`config.mk`:
```
export PLATFORM = sky130hd
export DESIGN_NAME = occupancy_display_scanner
export DESIGN_NICKNAME = d
export VERILOG_FILES = /design/src/rtl/hector_display_pkg.sv /design/src/rtl/occupancy_colour_map.sv /design/src/rtl/occupancy_display_scanner.sv
export SDC_FILE = /design/constraint.sdc
export NUM_CORES = 1
export LEC_CHECK = 0
export CAP_MARGIN = 30
export CORE_UTILIZATION = 33
export DETAILED_ROUTE_END_ITERATION = 10
export HOLD_SLACK_MARGIN = 0.08
export PLACE_DENSITY = 0.56
export SYNTH_ARGS = -nofsm -noshare
export SYNTH_HDL_FRONTEND = slang
export SYNTH_SLANG_ARGS = --single-unit
```
`constraint.sdc`:
```
create_clock -name clock -period 3.2 [get_ports clock]
set_input_delay 0.96 -clock clock [delete_from_list [all_inputs] [get_ports clock]]
set_output_delay 0.96 -clock clock [all_outputs]
set_load 0.1 [all_outputs]
```
`src/rtl/hector_display_pkg.sv`:
```
// Shared definitions for the occupancy display path.
// - display_state_t: scanner FSM states.
// - COLOUR_*: 3-bit {R,G,B} plot colours for free / occupied / unknown cells.
// - GRID_W / GRID_H: grid dimensions shared with the occupancy and bresenham blocks.
package hector_display_pkg;

    localparam int GRID_W = 160;
    localparam int GRID_H = 120;

    localparam logic [2:0] COLOUR_FREE    = 3'b111;
    localparam logic [2:0] COLOUR_OCC     = 3'b000;
    localparam logic [2:0] COLOUR_UNKNOWN = 3'b001;

    typedef enum logic [2:0] {
        IDLE,
        REQUEST,
        SCAN,
        DRAIN,
        DONE
    } display_state_t;

endpackage

```
`src/rtl/occupancy_colour_map.sv`:
```
// Combinational log-odds to colour mapping.
// Ports:
//   data    in   DATA_W  unsigned log-odds cell value (128 = unknown)
//   colour  out  3       COLOUR_FREE below FREE_TH, COLOUR_OCC at/above OCC_TH,
//                        COLOUR_UNKNOWN in between
module occupancy_colour_map
    import hector_display_pkg::*;
#(
    parameter int                DATA_W  = 8,
    parameter logic [DATA_W-1:0] FREE_TH = DATA_W'(96),
    parameter logic [DATA_W-1:0] OCC_TH  = DATA_W'(160)
) (
    input  logic [DATA_W-1:0] data,
    output logic [2:0]        colour
);

    always_comb begin
        if (data < FREE_TH) begin
            colour = COLOUR_FREE;
        end else if (data >= OCC_TH) begin
            colour = COLOUR_OCC;
        end else begin
            colour = COLOUR_UNKNOWN;
        end
    end

endmodule

```
`src/rtl/occupancy_display_scanner.sv`:
```
// Rasters the whole occupancy grid on request and plots one pixel per cell.
// Ownership of the occupancy index path is negotiated with grid_request/grid_grant;
// losing it mid-frame rewinds the raster so no cell is skipped or plotted twice.
//
// state   | meaning
// --------+-----------------------------------------------------------
// IDLE    | waiting for start
// REQUEST | asking for the index path, waiting for grant and !busy
// SCAN    | issuing one cell address per cycle in raster order
// DRAIN   | no new issues, waiting for in-flight reads to plot
// DONE    | one-cycle frame_done
//
// Ports:
//   clock, reset_n   system clock, asynchronous active-low reset
//   start            one-cycle frame request, ignored while busy
//   grid_grant       index path granted to the display
//   occupancy_busy   occupancy module busy, reads not allowed
//   occupancy_data   cell value, valid READ_LAT cycles after the index
//   grid_request     index path requested (REQUEST/SCAN/DRAIN)
//   x_display/y_display  read index, held outside SCAN
//   vga_x/vga_y/vga_colour/vga_plot  pixel write, zero when not plotting
//   busy             frame in progress
//   frame_done       one-cycle pulse after the last plot
module occupancy_display_scanner #(
    parameter int                GRID_W   = hector_display_pkg::GRID_W,
    parameter int                GRID_H   = hector_display_pkg::GRID_H,
    parameter int                X_W      = 8,
    parameter int                Y_W      = 7,
    parameter int                DATA_W   = 8,
    parameter int                READ_LAT = 1,
    parameter logic [DATA_W-1:0] FREE_TH  = DATA_W'(96),
    parameter logic [DATA_W-1:0] OCC_TH   = DATA_W'(160)
) (
    input  logic              clock,
    input  logic              reset_n,
    input  logic              start,
    input  logic              grid_grant,
    input  logic              occupancy_busy,
    input  logic [DATA_W-1:0] occupancy_data,
    output logic              grid_request,
    output logic [X_W-1:0]    x_display,
    output logic [Y_W-1:0]    y_display,
    output logic [X_W-1:0]    vga_x,
    output logic [Y_W-1:0]    vga_y,
    output logic [2:0]        vga_colour,
    output logic              vga_plot,
    output logic              busy,
    output logic              frame_done
);

    import hector_display_pkg::*;

    localparam logic [X_W-1:0] X_LAST = X_W'(GRID_W - 1);
    localparam logic [Y_W-1:0] Y_LAST = Y_W'(GRID_H - 1);

    display_state_t state, state_nxt;

    logic [X_W-1:0] cnt_x, x_hold;
    logic [Y_W-1:0] cnt_y, y_hold;

    // Read pipeline: index 0 is the newest issue, READ_LAT-1 lines up with occupancy_data.
    logic [READ_LAT-1:0] pipe_v;
    logic [X_W-1:0]      pipe_x [READ_LAT];
    logic [Y_W-1:0]      pipe_y [READ_LAT];

    logic           grant_lost;
    logic           issue;
    logic           last_cell;
    logic           plot;
    logic           older_pending;
    logic           rw_valid;
    logic [X_W-1:0] rw_x;
    logic [Y_W-1:0] rw_y;
    logic [2:0]     map_colour;

    assign grant_lost = ((state == SCAN) || (state == DRAIN)) && (!grid_grant || occupancy_busy);
    assign issue      = (state == SCAN) && !grant_lost;
    assign last_cell  = (cnt_x == X_LAST) && (cnt_y == Y_LAST);
    assign plot       = pipe_v[READ_LAT-1] && !grant_lost;

    // Oldest valid in-flight entry: the highest valid index wins.
    always_comb begin
        rw_valid      = 1'b0;
        rw_x          = cnt_x;
        rw_y          = cnt_y;
        older_pending = 1'b0;
        for (int i = 0; i < READ_LAT; i++) begin
            if (pipe_v[i]) begin
                rw_valid = 1'b1;
                rw_x     = pipe_x[i];
                rw_y     = pipe_y[i];
            end
        end
        for (int i = 0; i < READ_LAT - 1; i++) begin
            older_pending = older_pending | pipe_v[i];
        end
    end

    always_ff @(posedge clock or negedge reset_n) begin
        if (!reset_n) begin
            state <= IDLE;
        end else begin
            state <= state_nxt;
        end
    end

    always_comb begin
        state_nxt    = state;
        grid_request = 1'b0;
        busy         = 1'b1;
        frame_done   = 1'b0;
        case (state)
            IDLE: begin
                busy = 1'b0;
                if (start) begin
                    state_nxt = REQUEST;
                end
            end
            REQUEST: begin
                grid_request = 1'b1;
                if (grid_grant && !occupancy_busy) begin
                    state_nxt = SCAN;
                end
            end
            SCAN: begin
                grid_request = 1'b1;
                if (grant_lost) begin
                    state_nxt = REQUEST;
                end else if (last_cell) begin
                    state_nxt = DRAIN;
                end
            end
            DRAIN: begin
                grid_request = 1'b1;
                if (grant_lost) begin
                    state_nxt = REQUEST;
                end else if (!older_pending) begin
                    state_nxt = DONE;
                end
            end
            DONE: begin
                frame_done = 1'b1;
                state_nxt  = IDLE;
            end
            default: begin
                state_nxt = IDLE;
            end
        endcase
    end

    // Raster counter: cleared on a new frame, rewound on grant loss, held on the last cell.
    always_ff @(posedge clock or negedge reset_n) begin
        if (!reset_n) begin
            cnt_x <= '0;
            cnt_y <= '0;
        end else if ((state == IDLE) && start) begin
            cnt_x <= '0;
            cnt_y <= '0;
        end else if (grant_lost) begin
            if (rw_valid) begin
                cnt_x <= rw_x;
                cnt_y <= rw_y;
            end
        end else if (issue && !last_cell) begin
            if (cnt_x == X_LAST) begin
                cnt_x <= '0;
                cnt_y <= cnt_y + Y_W'(1);
            end else begin
                cnt_x <= cnt_x + X_W'(1);
            end
        end
    end

    always_ff @(posedge clock or negedge reset_n) begin
        if (!reset_n) begin
            x_hold <= '0;
            y_hold <= '0;
        end else if (state == SCAN) begin
            x_hold <= cnt_x;
            y_hold <= cnt_y;
        end
    end

    always_ff @(posedge clock or negedge reset_n) begin
        if (!reset_n) begin
            pipe_v <= '0;
            for (int i = 0; i < READ_LAT; i++) begin
                pipe_x[i] <= '0;
                pipe_y[i] <= '0;
            end
        end else if (grant_lost) begin
            pipe_v <= '0;
        end else begin
            pipe_v[0] <= issue;
            pipe_x[0] <= cnt_x;
            pipe_y[0] <= cnt_y;
            for (int i = 1; i < READ_LAT; i++) begin
                pipe_v[i] <= pipe_v[i-1];
                pipe_x[i] <= pipe_x[i-1];
                pipe_y[i] <= pipe_y[i-1];
            end
        end
    end

    occupancy_colour_map #(
        .DATA_W  (DATA_W),
        .FREE_TH (FREE_TH),
        .OCC_TH  (OCC_TH)
    ) u_colour_map (
        .data   (occupancy_data),
        .colour (map_colour)
    );

    assign x_display  = (state == SCAN) ? cnt_x : x_hold;
    assign y_display  = (state == SCAN) ? cnt_y : y_hold;
    assign vga_plot   = plot;
    assign vga_x      = plot ? pipe_x[READ_LAT-1] : '0;
    assign vga_y      = plot ? pipe_y[READ_LAT-1] : '0;
    assign vga_colour = plot ? map_colour : 3'b000;

endmodule
```
=== After elaboration in Yosys (flattened, before gate mapping) ===
Cells that the tools add are included.

* Output and inout port bits: 37
* Register bits after elaboration: 49

* Multiplexer cells: 30
* Add/subtract/negate cells: 2
* Order comparisons: 2
* Eq/ne operators: 11
* Reductions and logical operators: 20

{| class="wikitable"
|+ Operator list
! operator !! number
|-
| 8-bit 2-to-1 mux || 8
|-
| 7-bit 2-to-1 mux || 8
|-
| 3-bit 2-to-1 mux || 7
|-
| 3-bit one-hot mux with 4 select lines || 1
|-
| 8-bit by 1-bit adder with 8-bit output (second input constant) || 1
|-
| 8-bit == test (second input constant) || 1
|-
| 8-bit greater-or-equal comparator (second input constant) || 1
|-
| 8-bit by 7-bit less-than comparator with 1-bit output (second input constant) || 1
|-
| 7-bit by 1-bit adder with 7-bit output (second input constant) || 1
|-
| 7-bit == test (second input constant) || 1
|-
| 1-bit logical AND || 7
|-
| 3-bit by 2-bit == test with 1-bit output (second input constant) || 2
|-
| 1-bit 2-to-1 mux || 6
|-
| 3-bit AND reduction || 2
|-
| 3-bit nonzero test || 2
|-
| 1-bit logical NOT || 4
|-
| 2-bit != test (second input constant) || 2
|-
| 4-bit AND reduction || 1
|-
| 3-bit by 1-bit == test with 1-bit output (second input constant) || 1
|-
| 3-bit == test (second input constant) || 1
|-
| 3-bit logical NOT || 1
|-
| 3-bit by 1-bit != test with 1-bit output (second input constant) || 1
|-
| 3-bit by 2-bit != test with 1-bit output (second input constant) || 1
|-
| 3-bit != test (second input constant) || 1
|-
| other kinds (2) || 3
|}

=== Depth between registers and ports, before layout ===
Gate-level depths: netlist of the first run.

* Depth after elaboration: 9
* Gate-level depth with buffers: 8
* Gate-level depth less buffers: 6

=== By module ===
Synthesis of the first run repeated with hierarchy kept, for this count alone.

* Cells, all modules: 264
* Area total of the unflattened synthesis: 2558.7 um2

{| class="wikitable"
|+ Modules (own cells, without submodules)
! module !! seq. area each (um2) !! area each (um2) !! instances !! cells each
|-
| occupancy_display_scanner || 1226.2 || 2537.4 || 1 || 261
|-
| occupancy_colour_map || 0.0 || 21.3 || 1 || 3
|}

=== Least setup slack after synthesis of the first run ===
OpenSTA, ideal clock, no wires.

* Path kind: input -> output
* From: in grid_grant
* To: out vga_colour[2]
* Buffers on the path: 3
* Slack: -4970 ps
* Required time: 2240 ps
* Cell stages on the path: 6
* Arrival time: 7210 ps
* Cell sequence: nor2b_1 nor2_1 buf_2 clkbuf_1 a2111oi_0 buf_4

* Cells in the longest elaborated chain, start to end: 6

{| class="wikitable"
|+ RTL lines
! what !! line !! source
|-
| start: declaration || occupancy_display_scanner.sv:37 || <nowiki>input logic grid_grant,</nowiki>
|-
| 1-bit logical NOT || occupancy_display_scanner.sv:76 || <nowiki>assign grant_lost = ((state == SCAN) || (state == DRAIN)) && (!grid_grant || occupancy_busy);</nowiki>
|-
| 1-bit logical OR || occupancy_display_scanner.sv:76 ||
|-
| 1-bit logical AND || occupancy_display_scanner.sv:76 ||
|-
| 1-bit logical NOT || occupancy_display_scanner.sv:79 || <nowiki>assign plot = pipe_v[READ_LAT-1] && !grant_lost;</nowiki>
|-
| 1-bit logical AND || occupancy_display_scanner.sv:79 ||
|-
| 3-bit 2-to-1 mux || occupancy_display_scanner.sv:219 || <nowiki>assign vga_colour = plot ? map_colour : 3'b000;</nowiki>
|-
| end: declaration || occupancy_display_scanner.sv:45 || <nowiki>output logic [2:0] vga_colour,</nowiki>
|}

Every way passes these cells.

=== Final worst setup path of the first run ===
* From: in occupancy_data[5]
* To: out vga_colour[2]

* Cells in the longest elaborated chain, start to end: 3

{| class="wikitable"
|+ RTL lines
! what !! line !! source
|-
| start: declaration || occupancy_display_scanner.sv:39 || <nowiki>input logic [DATA_W-1:0] occupancy_data,</nowiki>
|-
| 8-bit by 7-bit less-than comparator with 1-bit output || occupancy_colour_map.sv:18 || <nowiki>if (data < FREE_TH) begin</nowiki>
|-
| 3-bit 2-to-1 mux || occupancy_colour_map.sv:18 ||
|-
| 3-bit 2-to-1 mux || occupancy_display_scanner.sv:219 ||
|}

Every way passes these cells.

==> results.json, run 1 <==
{
  "fin_skew_ns": 0.00550,
  "cp_cell_sequence": "clkdlybuf4s50_1, a2111oi_4, buf_4, buf_12",
  "drv_cap": 0,
  "synthTopCellsByCount": "53 x nand2_1, 49 x dfrtp_1, 21 x and3_1",
  "die_area_um2": 7920,
  "syn_to_final_growth_pct": 45.5,
  "antenna_found_initial": 0,
  "mappedNetlistNets": 272,
  "synth_area_per_cell_um2": 9.71,
  "synth_area_um2": 2500,
  "synth_top_area_share": 0.491,
  "clk_pin_slew_ns": 0.09,
  "drv_slew": 0,
  "startpoint": "occupancy_data[5]",
  "power.total_uw": 2030,
  "drt_wl_total_um": 5860,
  "slew-limit-headroom": 0.524,
  "cts-htree-levels": 2,
  "r2r-start": "cnt_x[0]",
  "grt_overflow": 0,
  "rsz0062_at_grt": "false",
  "setup_violations": 0,
  "hold_ws_ns": 0.494,
  "multi_input_area_um2": 1240,
  "ys_ff_latch": 49,
  "cp.required_ns": 2.24,
  "synth_edf_count": 0,
  "ios": 50,
  "ant_nets": 0,
  "die_height_um": 89.0,
  "fmax_mhz": 323,
  "clockRootBuffer": "clkbuf_8",
  "rr_worst_depth": 6,
  "async_reset_ff_frac": 1.00,
  "synthFlopType": "dfrtp_1",
  "clock_latency_ns": 0.30,
  "grt_pass1_wl_um": 9800,
  "track_usage": 0.162,
  "wl_per_cell_um": 14.4,
  "finalCritPeriodShare": 0.968,
  "gp_congestion": 0.848,
  "leakagePower_uw": 0.00169,
  "fin_nets": 322,
  "vias": 2064,
  "ys_warn_count": 0,
  "synth.most_common_cell": "nand2_1",
  "crit_fanout": 2,
  "hold_viol": 0,
  "cts_made_buffers": 5,
  "fillers": 693,
  "cts_buffer_depth": 2,
  "cp_slowest_cell": "clkdlybuf4s50_1",
  "yosys.area.top_type": "dfrtp_1",
  "io_buffers": 44,
  "worst_pin_slew_ns": 0.708,
  "setup.worst_path.end_class": "primary output",
  "clkSinkCount": 49,
  "core_um2": 7290,
  "grt_pass1_vias": 1936,
  "start_kind": "primary input",
  "critPathCapture": "vga_colour[2]",
  "max_stage_delay_ns": 0.46,
  "num_rows": 31,
  "r2r_end": "cnt_y[6]",
  "power_per_cell_area_nw_per_um2": 559,
  "peakVddDrop_v": 0.000461,
  "grt_start_max_net_pins": 23,
  "die_w_um": 89.0,
  "initial_core_util": 0.342,
  "r2r_setup_slack_ns": 0.90,
  "ctsHoldBuffers": 0,
  "seqCellArea_um2": 1230,
  "min_period_ns": 3.10,
  "synth_cell_types": 46,
  "drtIter0Drc": 128,
  "hold_class": "reg -> reg",
  "drc": 0,
  "status": "finished clean",
  "diodes": 0,
  "drive_above_1_share": 0.302,
  "via_per_inst": 5.07,
  "critPathKind": "in -> out",
  "synthTopCellsByArea": "dfrtp_1 49%, nand2_1 8.0%, mux2_1 5.9%, and3_1 5.3%, mux2_2 2.3%",
  "dpl.hpwl_um": 4220,
  "ys_seq_area_frac": 0.491,
  "firstDrtPassIters": 4,
  "post_cts_resized": 4,
  "cts_tree": "yes",
  "worstPathArrival_ns": 2.14,
  "post_cts_buffers": 0,
  "min_delay_path_depth": 2,
  "syn_inst": 257
}
-- cells by family (layout without fill, tap and decap cells) --
kind of cell | after synthesis | count (layout) | synth area share
muxes | 18 | 18 | 0.0812
buffers and inverters | 20 | 71 | 0.0361
and+or+nand+nor | 118 | 118 | 0.232
adders and majority gates | 2 | 2 | 0.0100
xor gates and xnor gates | 3 | 3 | 0.0105
AOI/OAI and AO/OA | 47 | 47 | 0.139
DFF | 49 | 49 | 0.491
-- metal layers --
layer  global-route usage  wire length, um  vias up
met2                0.255             2700       51
met1                0.234             2810      992
met4               0.0390               67        0
met3               0.0268              275        5
met5                    0                0        -
li1                     -                -     1016
-- placed cells by master, fill, tap and decap left out, types with 2 or more instances in the layout --
cell type,count
o21ai_1,7
clkbuf_8,5
o21ai_0,7
buf_4,17
o21a_1,2
xnor2_1,2
buf_12,35
bufinv_16,2
nand3_1,6
inv_1,4
clkdlybuf4s50_1,4
mux2_2,5
ha_1,2
nor3_1,6
nor2_1,11
or3_1,5
nand2b_1,3
dfrtp_1,49
dlygate4sd2_1,2
nand2_1,53
a32o_1,4
nand4_1,4
and3_1,5
o31ai_1,2
mux2_1,13
a21oi_1,6
and3_2,16
o31a_1,3
a31oi_1,2
-- flip-flops by register name, indices dropped and copies added, names as in the netlist --
| register | flops |
|---|---|
| cnt_x | 8 |
| pipe_x | 8 |
| x_hold | 8 |
| cnt_y | 7 |
| pipe_y | 7 |
| y_hold | 7 |
| state | 3 |
| pipe_v | 1 |
-- how the worst min path moves through the flow --
stage	start	end	slack (ns)
final	pipe_x[4]	pipe_x[4]	0.49
after global routing	pipe_x[4]	pipe_x[4]	0.53
after floorplan	pipe_y[1]	pipe_y[1]	0.44
after CTS	pipe_x[4]	pipe_x[4]	0.50
after global placement	pipe_x[7]	pipe_x[7]	0.47
after detailed placement	pipe_x[4]	pipe_x[4]	0.48
-- worst max-delay path: cells and delay by family --
kind            cells  cell delay (ns)
buf+inv             3             0.82
compound gates      1             0.35
-- power breakdown --
part           total [uW]  leakage (uW)  switching [uW]  internal [uW]
Combinational         710      0.000955             458            253
Sequential            796      0.000666            86.3            709
Clock                 525     0.0000681             214            311
Total                2030       0.00169             758           1270
-- stage by stage --
stage	TNS, ns	utilization	setup WS [ns]	cell area, um^2	cells
CTS	0	0.498	0.0945	3630	407
global route	0	0.498	0.0262	3630	407
finish	0	0.498	0.103	3630	407
floorplan	-1.53	-	-0.719	2560	257
global placement	-0.846	0.478	-0.0593	3490	399
detailed placement	-0.809	0.478	-0.0635	3490	399
-- layout make-up --
| class | count | area share |
|---|---|---|
| repair buffers | 59 | 0.245 |
| well taps | 99 | 0.0341 |
| clock inverters | 3 | 0.0179 |
| clock buffers | 5 | 0.0190 |
| flip-flops and latches | 49 | 0.338 |
| inverters | 4 | 0.00414 |
| multi-input cells | 188 | 0.342 |
No activity file was read; power rests on OpenSTA's default activity.
==> inputs of run 2 (changes only) <==
- GPL_TIMING_DRIVEN: unset -> 0
==> results.json, run 2 (synthesized netlist as in run 1, its figures left out) <==
{
  "ant_nets": 0,
  "die_height_um": 89.0,
  "fin_nets": 330,
  "power_per_cell_area_nw_per_um2": 536,
  "fin_skew_ns": 0.00910,
  "antenna_found_initial": 0,
  "cp_cell_sequence": "clkdlybuf4s50_1, a2111oi_4, buf_6, buf_12",
  "diodes": 0,
  "core_um2": 7290,
  "setup_slack_ns": 0.0820,
  "crit_fanout": 2,
  "drv_cap": 0,
  "ios": 50,
  "status": "finished clean",
  "track_usage": 0.175,
  "hold_viol": 0,
  "drv_slew": 0,
  "hold_class": "reg -> reg",
  "rsz0062_at_grt": "false",
  "num_rows": 31,
  "gp_congestion": 0.835,
  "die_w_um": 89.0,
  "multi_input_area_um2": 1260,
  "worst_pin_slew_ns": 0.960,
  "dpl.hpwl_um": 4460,
  "peakVddDrop_v": 0.000476,
  "fillers": 740,
  "vias": 2120,
  "clockRootBuffer": "clkbuf_8",
  "ctsHoldBuffers": 0,
  "critPathKind": "in -> out",
  "cts-htree-levels": 2,
  "cts_made_buffers": 5,
  "drtIter0Drc": 202,
  "final_cell_mix": "52 x nand2_1, 49 x dfrtp_1, 18 x buf_4",
  "cts_buffer_depth": 2,
  "syn_to_final_growth_pct": 33.7,
  "io_buffers": 44,
  "reg_top3": "cnt_x x8, pipe_x x8, x_hold x8",
  "cts_tree": "yes",
  "drc": 0,
  "dpl_cell_area_um2": 3140,
  "fmax_mhz": 321,
  "fin_cells": 415,
  "drt_wl_total_um": 6410,
  "setup_violations": 0,
  "firstDrtPassIters": 4,
  "start_kind": "primary input",
  "setup.worst_path.end_class": "primary output",
  "grt_overflow": 0,
  "wl_per_cell_um": 15.4,
  "via_per_inst": 5.11,
  "postLayoutCellArea_um2": 3340,
  "final.setup.tns_ns": 0,
  "min_period_ns": 3.12,
  "worstPathArrival_ns": 2.16,
  "drive_above_1_share": 0.304,
  "initial_core_util": 0.342,
  "pre_cts_slack_ns": -1.67,
  "cp_slowest_cell": "clkdlybuf4s50_1",
  "layout_commonest_cell": "nand2_1",
  "clk_pin_slew_ns": 0.08,
  "die_area_um2": 7920,
  "placed_cells": 401,
  "finalCritPeriodShare": 0.974,
  "grt_start_max_net_pins": 33,
  "clkSinkCount": 49,
  "slew-limit-headroom": 0.358,
  "max_stage_delay_ns": 0.45,
  "grt_pass1_wl_um": 10500,
  "grt_pass1_vias": 1993,
  "power.total_uw": 1790,
  "leakagePower_uw": 0.00163,
  "cp.required_ns": 2.24,
  "clock_latency_ns": 0.30,
  "seqCellArea_um2": 1230
}
[run 2: per-layer routing]
| metal | up-vias | part of all wire | global-route usage |
|---|---|---|---|
| met2 | 49 | 0.46 | 0.266 |
| met4 | 0 | 0.012 | 0.0462 |
| met1 | 1032 | 0.48 | 0.259 |
| li1 | 1032 | - | - |
| met5 | - | 0 | 0 |
| met3 | 7 | 0.050 | 0.0305 |
[run 2: worst paths after layout]
| path | start | end | slack, ns | depth (start not counted) |
|---|---|---|---|---|
| worst max-delay path | occupancy_data[5] | vga_colour[2] | 0.08 | 4 |
| worst min-delay path | pipe_x[1] | pipe_x[1] | 0.49 | 2 |
| worst max register to register | cnt_y[0] | cnt_x[0] | 0.91 | 7 |
| worst min register to register | pipe_x[1] | pipe_x[1] | 0.49 | 2 |
| max in group asynchronous | reset_n | cnt_x[3] | 2.09 | 2 |
| min in group asynchronous | reset_n | pipe_y[0] | 0.58 | 1 |
[run 2: layout make-up]
class | count | area share
Multi-Input combinational cell | 188 | 0.379
Clock buffer | 8 | 0.0240
Sequential cell | 49 | 0.367
Buffer | 14 | 0.0319
Tap cell | 99 | 0.0371
Inverter | 4 | 0.00450
Timing Repair Buffer | 53 | 0.157
[run 2: what timing repair did]
item                       4_1_cts  5_1_grt
resized for setup              225       11
setup buffers                    1        7
setup endpoints to repair       34       19
pin swaps                        1        2
[run 2: metrics by stage]
stage	utilization	hold slack [ns]
after floorplan	-	0.443
after global placement	0.429	0.470
after detailed placement	0.431	0.472
after CTS	0.448	0.499
after global routing	0.458	0.516
final	0.458	0.492
[run 2: worst max-delay path: cells and delay by family]
| family | cells | cell delay [ns] |
|---|---|---|
| buf+inv | 3 | 0.76 |
| compound gates | 1 | 0.43 |
[run 2: where the power goes]
group          switching, uW  total (uW)  internal, uW
Combinational            471         658           188
Sequential              64.7         774           709
Clock                    202         358           156
Total                    737        1790          1050
==> inputs of run 3 (changes only) <==
- CTS_CLUSTER_DIAMETER: unset -> 200
- MAX_ROUTING_LAYER: unset -> met4
==> results.json, run 3 (synthesized netlist as in run 1, its figures left out) <==
{
  "power.total_uw": 1790,
  "core_um2": 7290,
  "cts_made_buffers": 5,
  "dpl_cell_area_um2": 3140,
  "die_height_um": 89.0,
  "dpl.hpwl_um": 4460,
  "grt_pass1_wl_um": 10500,
  "die_w_um": 89.0,
  "placed_cells": 401,
  "rsz0062_at_grt": "false",
  "wl_per_cell_um": 15.5,
  "status": "finished clean",
  "fmax_mhz": 321,
  "track_usage": 0.180,
  "reg_top3": "cnt_x x8, pipe_x x8, x_hold x8",
  "io_buffers": 44,
  "critPathKind": "in -> out",
  "ant_nets": 0,
  "fin_nets": 330,
  "worst_pin_slew_ns": 0.960,
  "cp.required_ns": 2.24,
  "gp_congestion": 0.848,
  "firstDrtPassIters": 4,
  "via_per_inst": 5.14,
  "drc": 0,
  "syn_to_final_growth_pct": 33.7,
  "cts-htree-levels": 2,
  "slew-limit-headroom": 0.358,
  "min_period_ns": 3.12,
  "fin_cells": 415,
  "final_cell_mix": "52 x nand2_1, 49 x dfrtp_1, 18 x buf_4",
  "setup_violations": 0,
  "hold_class": "reg -> reg",
  "fin_skew_ns": 0.00808,
  "leakagePower_uw": 0.00163,
  "antenna_found_initial": 0,
  "ios": 50,
  "crit_fanout": 2,
  "num_rows": 31,
  "cts_tree": "yes",
  "diodes": 0,
  "initial_core_util": 0.342,
  "vias": 2135,
  "drive_above_1_share": 0.304,
  "grt_pass1_vias": 1988,
  "ctsHoldBuffers": 0,
  "drv_cap": 0,
  "startpoint": "occupancy_data[5]",
  "setup.worst_path.end_class": "primary output",
  "hold_viol": 0,
  "postLayoutCellArea_um2": 3340,
  "clkSinkCount": 49,
  "clock_latency_ns": 0.30,
  "drt_wl_total_um": 6420,
  "drtIter0Drc": 160,
  "finalCritPeriodShare": 0.974,
  "clk_pin_slew_ns": 0.09,
  "hold_ws_ns": 0.492,
  "r2r-start": "cnt_x[0]",
  "grt_start_max_net_pins": 33,
  "drv_slew": 0,
  "die_area_um2": 7920,
  "power_per_cell_area_nw_per_um2": 536,
  "clockRootBuffer": "clkbuf_8",
  "hp-start": "pipe_y[2]",
  "start_kind": "primary input",
  "grt_overflow": 0,
  "layout_commonest_cell": "nand2_1",
  "peakVddDrop_v": 0.000476,
  "cts_buffer_depth": 2,
  "worstPathArrival_ns": 2.16
}
run 3: power by group:
group	total [uW]	switching, uW	internal (uW)	leakage [uW]
Combinational	660	472	188	0.000924
Sequential	774	64.8	709	0.000666
Clock	356	200	156	0.0000395
run 3: repair_timing:
item,in CTS,in global routing
pin swaps,1,2
cloned,0,0
buffers inserted,1,7
resized for setup,225,11
setup endpoints to repair,34,19
run 3: metal layers:
metal / vias to the layer above / part of all wire / global-route usage
met1: 1044 / 0.50 / 0.258
li1: 1036 / - / -
met2: 49 / 0.45 / 0.266
met5: - / 0 / -
met3: 6 / 0.042 / 0.0295
met4: 0 / 0.010 / 0.0462
run 3: path summary, 6_finish.rpt:
| kind | cells after the start | slack [ns] | end |
|---|---|---|---|
| min in group asynchronous | 1 | 0.59 | pipe_y[0] |
| worst max-delay path | 4 | 0.08 | vga_colour[2] |
| worst min-delay path | 2 | 0.49 | pipe_y[2] |
| max in group asynchronous | 2 | 2.09 | cnt_x[3] |
| worst min register to register | 2 | 0.49 | pipe_y[2] |
| worst max register to register | 6 | 0.91 | cnt_y[3] |
run 3: worst max-delay path, stage by stage:
cell             delay (ns)
clkdlybuf4s50_1        0.45
a2111oi_4              0.43
buf_6                  0.15
buf_12                 0.16
run 3: cell type report:
type / instances / area [um^2]
buffer: 14 / 106
fill: 740 / 3950
clock buffer: 8 / 80.1
sequential: 49 / 1230
multi-input combinational: 188 / 1260
timing repair buffer: 53 / 523
inverter: 4 / 15.0
tap: 99 / 124
run 3: stage by stage:
stage | util | setup WS [ns] | TNS [ns]
2_1_floorplan | - | -0.719 | -1.53
3_3_place_gp | 0.429 | -1.65 | -54.47
3_5_place_dp | 0.431 | -1.67 | -39.80
4_1_cts | 0.448 | 0.000908 | 0
5_1_grt | 0.458 | 0.00582 | 0
6_report | 0.458 | 0.0820 | 0
